===== src/rtl/os_acc_drain.sv =====
// os_acc_drain: snapshot a row of output-stationary PE accumulators on CAPTURE,
// pulse a clear back to the row, then stream requantized words out one per
// valid/ready handshake, PE 0 first.
// Optional build macro ACC_DRAIN_ROUND_EN: round half up before the shift.

// Per-lane requantizer: unsigned right shift with saturation to OUT_W bits.
module os_acc_drain_rq #(
  parameter int ACC_W = 16,
  parameter int OUT_W = 8,
  parameter int SHIFT = 8
) (
  input  logic [ACC_W-1:0] a,
  output logic [OUT_W-1:0] q
);
  localparam logic [ACC_W:0] MAX_V = (ACC_W+1)'((1 << OUT_W) - 1);

  logic [ACC_W:0] s;

`ifdef ACC_DRAIN_ROUND_EN
  // One extra bit keeps the rounding add from wrapping near full scale.
  localparam logic [ACC_W:0] HALF = (ACC_W+1)'(1) << (SHIFT-1);
  logic [ACC_W:0] sum;
  assign sum = {1'b0, a} + HALF;
  assign s   = sum >> SHIFT;
`else
  assign s   = {1'b0, a} >> SHIFT;
`endif

  // Clamp anything that does not fit the output word.
  always_comb begin
    q = s[OUT_W-1:0];
    if (s > MAX_V) q = '1;
  end
endmodule

module os_acc_drain #(
  parameter int N_PE  = 8,
  parameter int ACC_W = 16,
  parameter int OUT_W = 8,
  parameter int SHIFT = 8,
  parameter int IDX_W = 3
) (
  input  logic                  CLK,
  input  logic                  RST,
  input  logic [N_PE*ACC_W-1:0] ACC_IN,
  input  logic                  CAPTURE,
  output logic                  ACC_CLR_N,
  output logic [OUT_W-1:0]      OUT_DATA,
  output logic [IDX_W-1:0]      OUT_IDX,
  output logic                  OUT_VALID,
  input  logic                  OUT_READY,
  output logic                  BUSY,
  output logic                  DONE,
  output logic                  OVERRUN
);
  typedef enum logic {IDLE, SEND} state_t;

  localparam logic [IDX_W-1:0] LAST_IDX = IDX_W'(N_PE - 1);

  // Requantized view of the live accumulators; only consumed at CAPTURE.
  logic [N_PE-1:0][OUT_W-1:0] rq_in;

  for (genvar k = 0; k < N_PE; k++) begin : g_lane
    os_acc_drain_rq #(.ACC_W(ACC_W), .OUT_W(OUT_W), .SHIFT(SHIFT)) u_rq (
      .a (ACC_IN[k*ACC_W +: ACC_W]),
      .q (rq_in[k])
    );
  end

  state_t                     state_q, state_d;
  // Shadow holds the already-requantized words, so the drain side never
  // needs the raw accumulators again.
  logic [N_PE-1:0][OUT_W-1:0] shadow_q, shadow_d;
  logic [IDX_W-1:0]           idx_q, idx_d;
  logic [OUT_W-1:0]           data_q, data_d;
  logic                       valid_q, valid_d;
  logic                       done_q, done_d;
  logic                       ovr_q, ovr_d;
  logic                       clr_n_q, clr_n_d;
  logic [IDX_W-1:0]           idx_nxt;

  assign idx_nxt = idx_q + 1'b1;

  // Next-state: capture in IDLE, advance one word per handshake in SEND.
  always_comb begin
    state_d  = state_q;
    shadow_d = shadow_q;
    idx_d    = idx_q;
    data_d   = data_q;
    valid_d  = valid_q;
    done_d   = 1'b0;
    ovr_d    = ovr_q;
    clr_n_d  = 1'b1;
    unique case (state_q)
      IDLE: begin
        if (CAPTURE) begin
          shadow_d = rq_in;
          clr_n_d  = 1'b0;
          idx_d    = '0;
          data_d   = rq_in[0];
          valid_d  = 1'b1;
          state_d  = SEND;
        end
      end
      SEND: begin
        // The row is still being drained; a new snapshot would lose words.
        if (CAPTURE) ovr_d = 1'b1;
        if (OUT_READY) begin
          if (idx_q == LAST_IDX) begin
            valid_d = 1'b0;
            idx_d   = '0;
            done_d  = 1'b1;
            state_d = IDLE;
          end else begin
            idx_d  = idx_nxt;
            data_d = shadow_q[idx_nxt];
          end
        end
      end
      default: state_d = IDLE;
    endcase
  end

  // State registers, asynchronous active-low reset.
  always_ff @(posedge CLK or negedge RST) begin
    if (!RST) begin
      state_q  <= IDLE;
      shadow_q <= '0;
      idx_q    <= '0;
      data_q   <= '0;
      valid_q  <= 1'b0;
      done_q   <= 1'b0;
      ovr_q    <= 1'b0;
      clr_n_q  <= 1'b1;
    end else begin
      state_q  <= state_d;
      shadow_q <= shadow_d;
      idx_q    <= idx_d;
      data_q   <= data_d;
      valid_q  <= valid_d;
      done_q   <= done_d;
      ovr_q    <= ovr_d;
      clr_n_q  <= clr_n_d;
    end
  end

  assign ACC_CLR_N = clr_n_q;
  assign OUT_DATA  = data_q;
  assign OUT_IDX   = idx_q;
  assign OUT_VALID = valid_q;
  assign BUSY      = (state_q == SEND);
  assign DONE      = done_q;
  assign OVERRUN   = ovr_q;
endmodule


===== config.mk =====
export PLATFORM = sky130hd
export DESIGN_NAME = os_acc_drain
export DESIGN_NICKNAME = d
export VERILOG_FILES = /design/src/rtl/os_acc_drain.sv
export SDC_FILE = /design/constraint.sdc
export NUM_CORES = 1
export LEC_CHECK = 0
export BUFFER_PORTS_ARGS = -buffer_cell sky130_fd_sc_hd__buf_4
export CAP_MARGIN = 20
export CORE_UTILIZATION = 44
export DETAILED_ROUTE_END_ITERATION = 7
export PLACE_DENSITY = 0.82
export SYNTH_ARGS = -nofsm -noshare
export SYNTH_HDL_FRONTEND = slang
export SYNTH_SLANG_ARGS = --single-unit
export TNS_END_PERCENT = 30

===== constraint.sdc =====
create_clock -name CLK -period 1.65 [get_ports CLK]
set_input_delay 0.0825 -clock CLK [delete_from_list [all_inputs] [get_ports CLK]]
set_output_delay 0.0825 -clock CLK [all_outputs]
set_load 0.01 [all_outputs]

Word level (Yosys, flattened, before mapping) --
Index checks and enable logic that the tools add are counted.
Operators by class: muxes and demuxes 31, equal/unequal tests 5, reduce and logical (&&, ||, !) cells 5, magnitude comparators 9, bitwise logic cells 1, $add $sub $neg 1
Operator list (count):
- $mux 8 | 12
- $gt 8x8->1 const B | 8
- $bmux 8 s3 | 1
- $pmux 8 s2 | 1
- $mux 1 | 11
- $mux 3 | 3
- $ne 2x2->1 const B | 3
- $pmux 3 s2 | 1
- $reduce_and 2->1 | 3
- $reduce_and 3->1 | 2
- $lt 3x4->1 const B | 1
- $pmux 1 s2 | 2
- $add 3x1->3 const B | 1
- $eq 3x3->1 const B | 1
- $ne 2x1->1 const B | 1
- $not 1->1 | 1
Storage, ports and cells: output and inout bits 16, bits in registers 80

Depth between registers and ports, before layout --
depth in word-level cells 6, depth in mapped cells 7, gate-level depth less buffers 5

By module --
Synthesis repeated with hierarchy kept, for this count alone.
Second synthesis, totals: cells, all modules 463, area, all modules 4214.0 µm²
Modules (own cells, without submodules):
- os_acc_drain | area each 3733.6 µm², times used 1, sequential area each 2003.2 µm², cells an instance 399
- os_acc_drain_rq | area each 60.1 µm², times used 8, sequential area each 0.0 µm², cells an instance 8

Worst setup path after synthesis --
OpenSTA, ideal clock, no wires.
path kind register to register, start reg idx_q[0], in the netlist OUT_IDX[0], end reg data_q[0], in the netlist OUT_DATA[0], clock period less this slack 1660 ps, slack -10 ps, cell stages (with the launch flop) 6, path buffers 0, library setup time 84 ps, required time 1566 ps, data arrival time 1576 ps, cell sequence dfrtp_1 > ha_1 > ha_1 > nand2_1 > or3_1 > a41oi_2
On the way: longest elaborated chain between the ends 6
Ends and longest elaborated chain:
- from (decl) | line 74 | logic [IDX_W-1:0] idx_q, idx_d;
- from (signal assigned) | line 138 | idx_q <= idx_d;
- $add 3x1->3 | line 82 | assign idx_nxt = idx_q + 1'b1;
- $bmux 8 s3 | line 116 | data_d = shadow_q[idx_nxt];
- $mux 8 (not written as such) | line 116
- $mux 8 | line 109 | if (idx_q == LAST_IDX) begin
- $mux 8 | line 108 | if (OUT_READY) begin
- $pmux 8 s2 | line 94 | unique case (state_q)
- to (signal assigned) | line 139 | data_q <= data_d;
- to (decl) | line 75 | logic [OUT_W-1:0] data_q, data_d;
Parallel ways exist; a longest one is shown, timed or not. The select of a mux whose other input is x is not followed. A chain may end at the register's enable or synchronous reset.

Worst setup path in the final report --
start reg idx_q[0], in the netlist OUT_IDX[0], end reg data_q[6], in the netlist OUT_DATA[6]
Same word-level chain as after synthesis.

==> impl_results.md <==
* Count of different cell masters after synthesis at 31
* Area after DPL at 0.00448 mm2
* Worst Hold Class: primary input to flop
* R2R cell count at 5
* Gpl congestion at ~0.89
* Reg-to-reg startpoint: OUT_IDX[0]
* Leakage power at 2.70 nW
* DR DRC count at 0
* Tmin final at about 1600 ps
* Clock slew at reported path FFs at 80 ps
* Routed WL at 9530 um
* Vias per Instance at roughly 5.0
* Worst Path Required at 1870 ps
* Crit path cell chain: ha_4 > buf_6 > mux2_1 > nand2_1 > a41oi_1
* Clk root buf: clkbuf_8
* Layout Nets at between 600 and 700
* Global-route met2 utilization at 38.8%
* Slew margin rel. at about 70%
* Met1 usage at 30.4%
* Async S/R FF share, synth at 100%
* Total chip power at 0.00902 W
* MaxCap Viol Count at 0
* I/O Buffers at 83
* Clk sink count at 80
* Status: complete, no violations
* Synthesized net count at 533
* Number of global-route vias before repair at 3,263
* Layout cell share with drive strength beyond 1 at 24.2%
* Synth warn at 0
* Row count at 33
* Antenna viol nets, final at 0
* Syn Inst Count at just under 400
* FF+latch count, synth at 80
* CTS Buf Count at 9
* Fillers at approximately 630
* GRT Resource Usage Total at roughly a quarter
* Max Buffers Root-to-Sink at 2
* Number of enable flip-flop cells after synthesis at 0
* Final setup fails at 0
* Worst-Skew Late Latency at between 300 and 400 ps
* Die Y-Extent at roughly 94 um
* Final std cell area, no fill at 0.00541 mm2
* Max VDD drop at 702 uV
* Diodes inserted at 0
* CP Capture Type: flop
* Pwr dens at about 1700 mW/mm2
* Worst path slowest cell: dfrtp_1
* Fin crit share at 96.9%
* Placeable Area at 0.00822 mm2
* Met3 usage at 4.29%
* Sequential share of the synthesized area at ~53%
* Starting Density at 45.6%
* CP Max Fanout at 8
* CP Launch Point: OUT_IDX[0]
* Most frequent cells in the layout: nand2_1 (214), buf_4 (89), dfrtp_1 (79)
* Max incr delay on CP at 420 ps
* Setup Skew at 7.23 ps
* Peak Freq at 0.625 GHz
* Critical path class: flop to flop
* Total number of vias at 3,299
* Mean post-synth cell area at 9.42 um2
* Crit path to: OUT_DATA[6]
* Measured slew at the worst slew-check pin at 440 ps
* Ys flop type: dfrtp_1
* Most common cell after layout, fill and taps aside: nand2_1
* Hold Path Origin: OUT_READY
* First-pass GRT wire length at roughly 16,000 um
* 1st-pass router iterations at 4
* Final hold vios at 0
* # IOs at around 150
* CP Data Arrival Time at roughly 1800 ps
* Total grt overflow at 0
* Chip Width at 94.3 um
* Synthesized area at 0.00375 mm2
* Wire length per cell at 14.5 um
* Die Footprint at 0.00889 mm2
* Layer with the highest usage: met2
* Worst hold slack at 62.2 ps
* CTS tree: built
* Reg-to-reg setup timing slack at 50 ps
* Crit start category: flop
* Final Worst Setup Slack at roughly 51 ps
* Area grow syn2layout at 44.4%
* Initial DRC Count at 190
* CTS H-tree lvls at 3
* Post-Place Setup Slack at -50.5 ps
* End of the worst register-to-register path: OUT_DATA[6]
* Slew Limit Fails at 0
* HPWL after detailed placement at 6080 um
* Largest net degree at the start of global routing at 62
* Initial antenna violation count at 0
* Postcts setup bufs at 0
power breakdown:
| part | switching [W] | internal [W] |
|---|---|---|
| Clock | 0.000714 | 0.000853 |
| Combinational | 0.00203 | 0.00208 |
| Sequential | 0.000500 | 0.00284 |
| Total | 0.00325 | 0.00577 |
synth_stat cells (2+ instances only):
library cell    n  area, um2
a22o_1          2       17.5
a41oi_1         5       43.8
a41oi_2         3       48.8
and3_1          2       12.5
and3b_1         2       17.5
buf_2           7       35.0
buf_4           3       22.5
buf_6           9        101
clkbuf_1        3       11.3
dfrtp_1        79       1980
ha_1            3       37.5
mux2_1         13        146
mux2i_1         5       50.1
mux4_2          8        180
nand2_1       216        811
nand3b_1        2       15.0
nor2_1          4       15.0
nor2b_1         2       12.5
nor3_1          8       40.0
o21ai_0         9       45.0
or3_1           3       18.8
critical path: cells and delay by family (launching register included):
family,cells,cell delay [ps]
compound gates,1,120
fa+ha+maj,1,340
flops,1,420
simple gates,1,80
mux,1,340
buf+inv,1,160
metal layers:
metal,vias up,share of wire [%]
met4,0,2.6
met1,1555,42
li1,1595,-
met3,22,6.7
met5,-,0
met2,127,49
repair_timing:
item | 4_1_cts | 5_1_grt
endpoints found under the setup margin | 8 | 6
resized for setup | 4 | 10
pin swaps | 0 | 3
hold buffers | 66 | 0
hold endpoints to repair | 97 | 0
worst min path at each step:
stage | depth (start not counted) | end
5_1_grt | 2 | DONE
3_3_place_gp | 1 | shadow_q[10]
3_5_place_dp | 1 | shadow_q[10]
2_1_floorplan | 0 | BUSY
6_report | 4 | OUT_VALID
4_1_cts | 4 | OUT_VALID
flip-flops by register name (all words and copies together), names as in the netlist:
| name | count |
|---|---|
| OUT_VALID | 1 |
| shadow_q | 64 |
| ACC_CLR_N | 1 |
| BUSY | 1 |
| OUT_DATA | 8 |
| DONE | 1 |
| OUT_IDX | 3 |
| OVERRUN | 1 |
metrics by stage:
step / util [%] / TNS (ps) / cells
2_1_floorplan: - / 0 / 398
3_3_place_gp: 54.6 / -104 / 576
3_5_place_dp: 54.6 / -225 / 576
4_1_cts: 65.4 / 0 / 658
5_1_grt: 65.9 / -5.03 / 658
6_report: 65.9 / 0 / 658
cells by family (layout without fill, tap and decap cells):
logic type                 count (synthesis)  in the layout  synth area share [%]
muxes                                     27             27                  10.4
and+or+nand+nor                          242            242                  25.8
adders and majority gates                  3              3                  1.00
DFF                                       80             80                  53.5
buffers and inverters                     25            180                  4.91
AOI/OAI and AO/OA                         21             21                  4.47
cell type report:
class	instances	area [um2]	area share, %
clock buffers	11	131	2.43
clock inverters	5	81.3	1.50
inverters	2	10.0	0.185
multi-input cells	293	1620	29.9
flip-flops and latches	80	2000	37.0
well taps	105	131	2.43
repair buffers	162	1440	26.6
No activity file was read; power rests on OpenSTA's default activity.
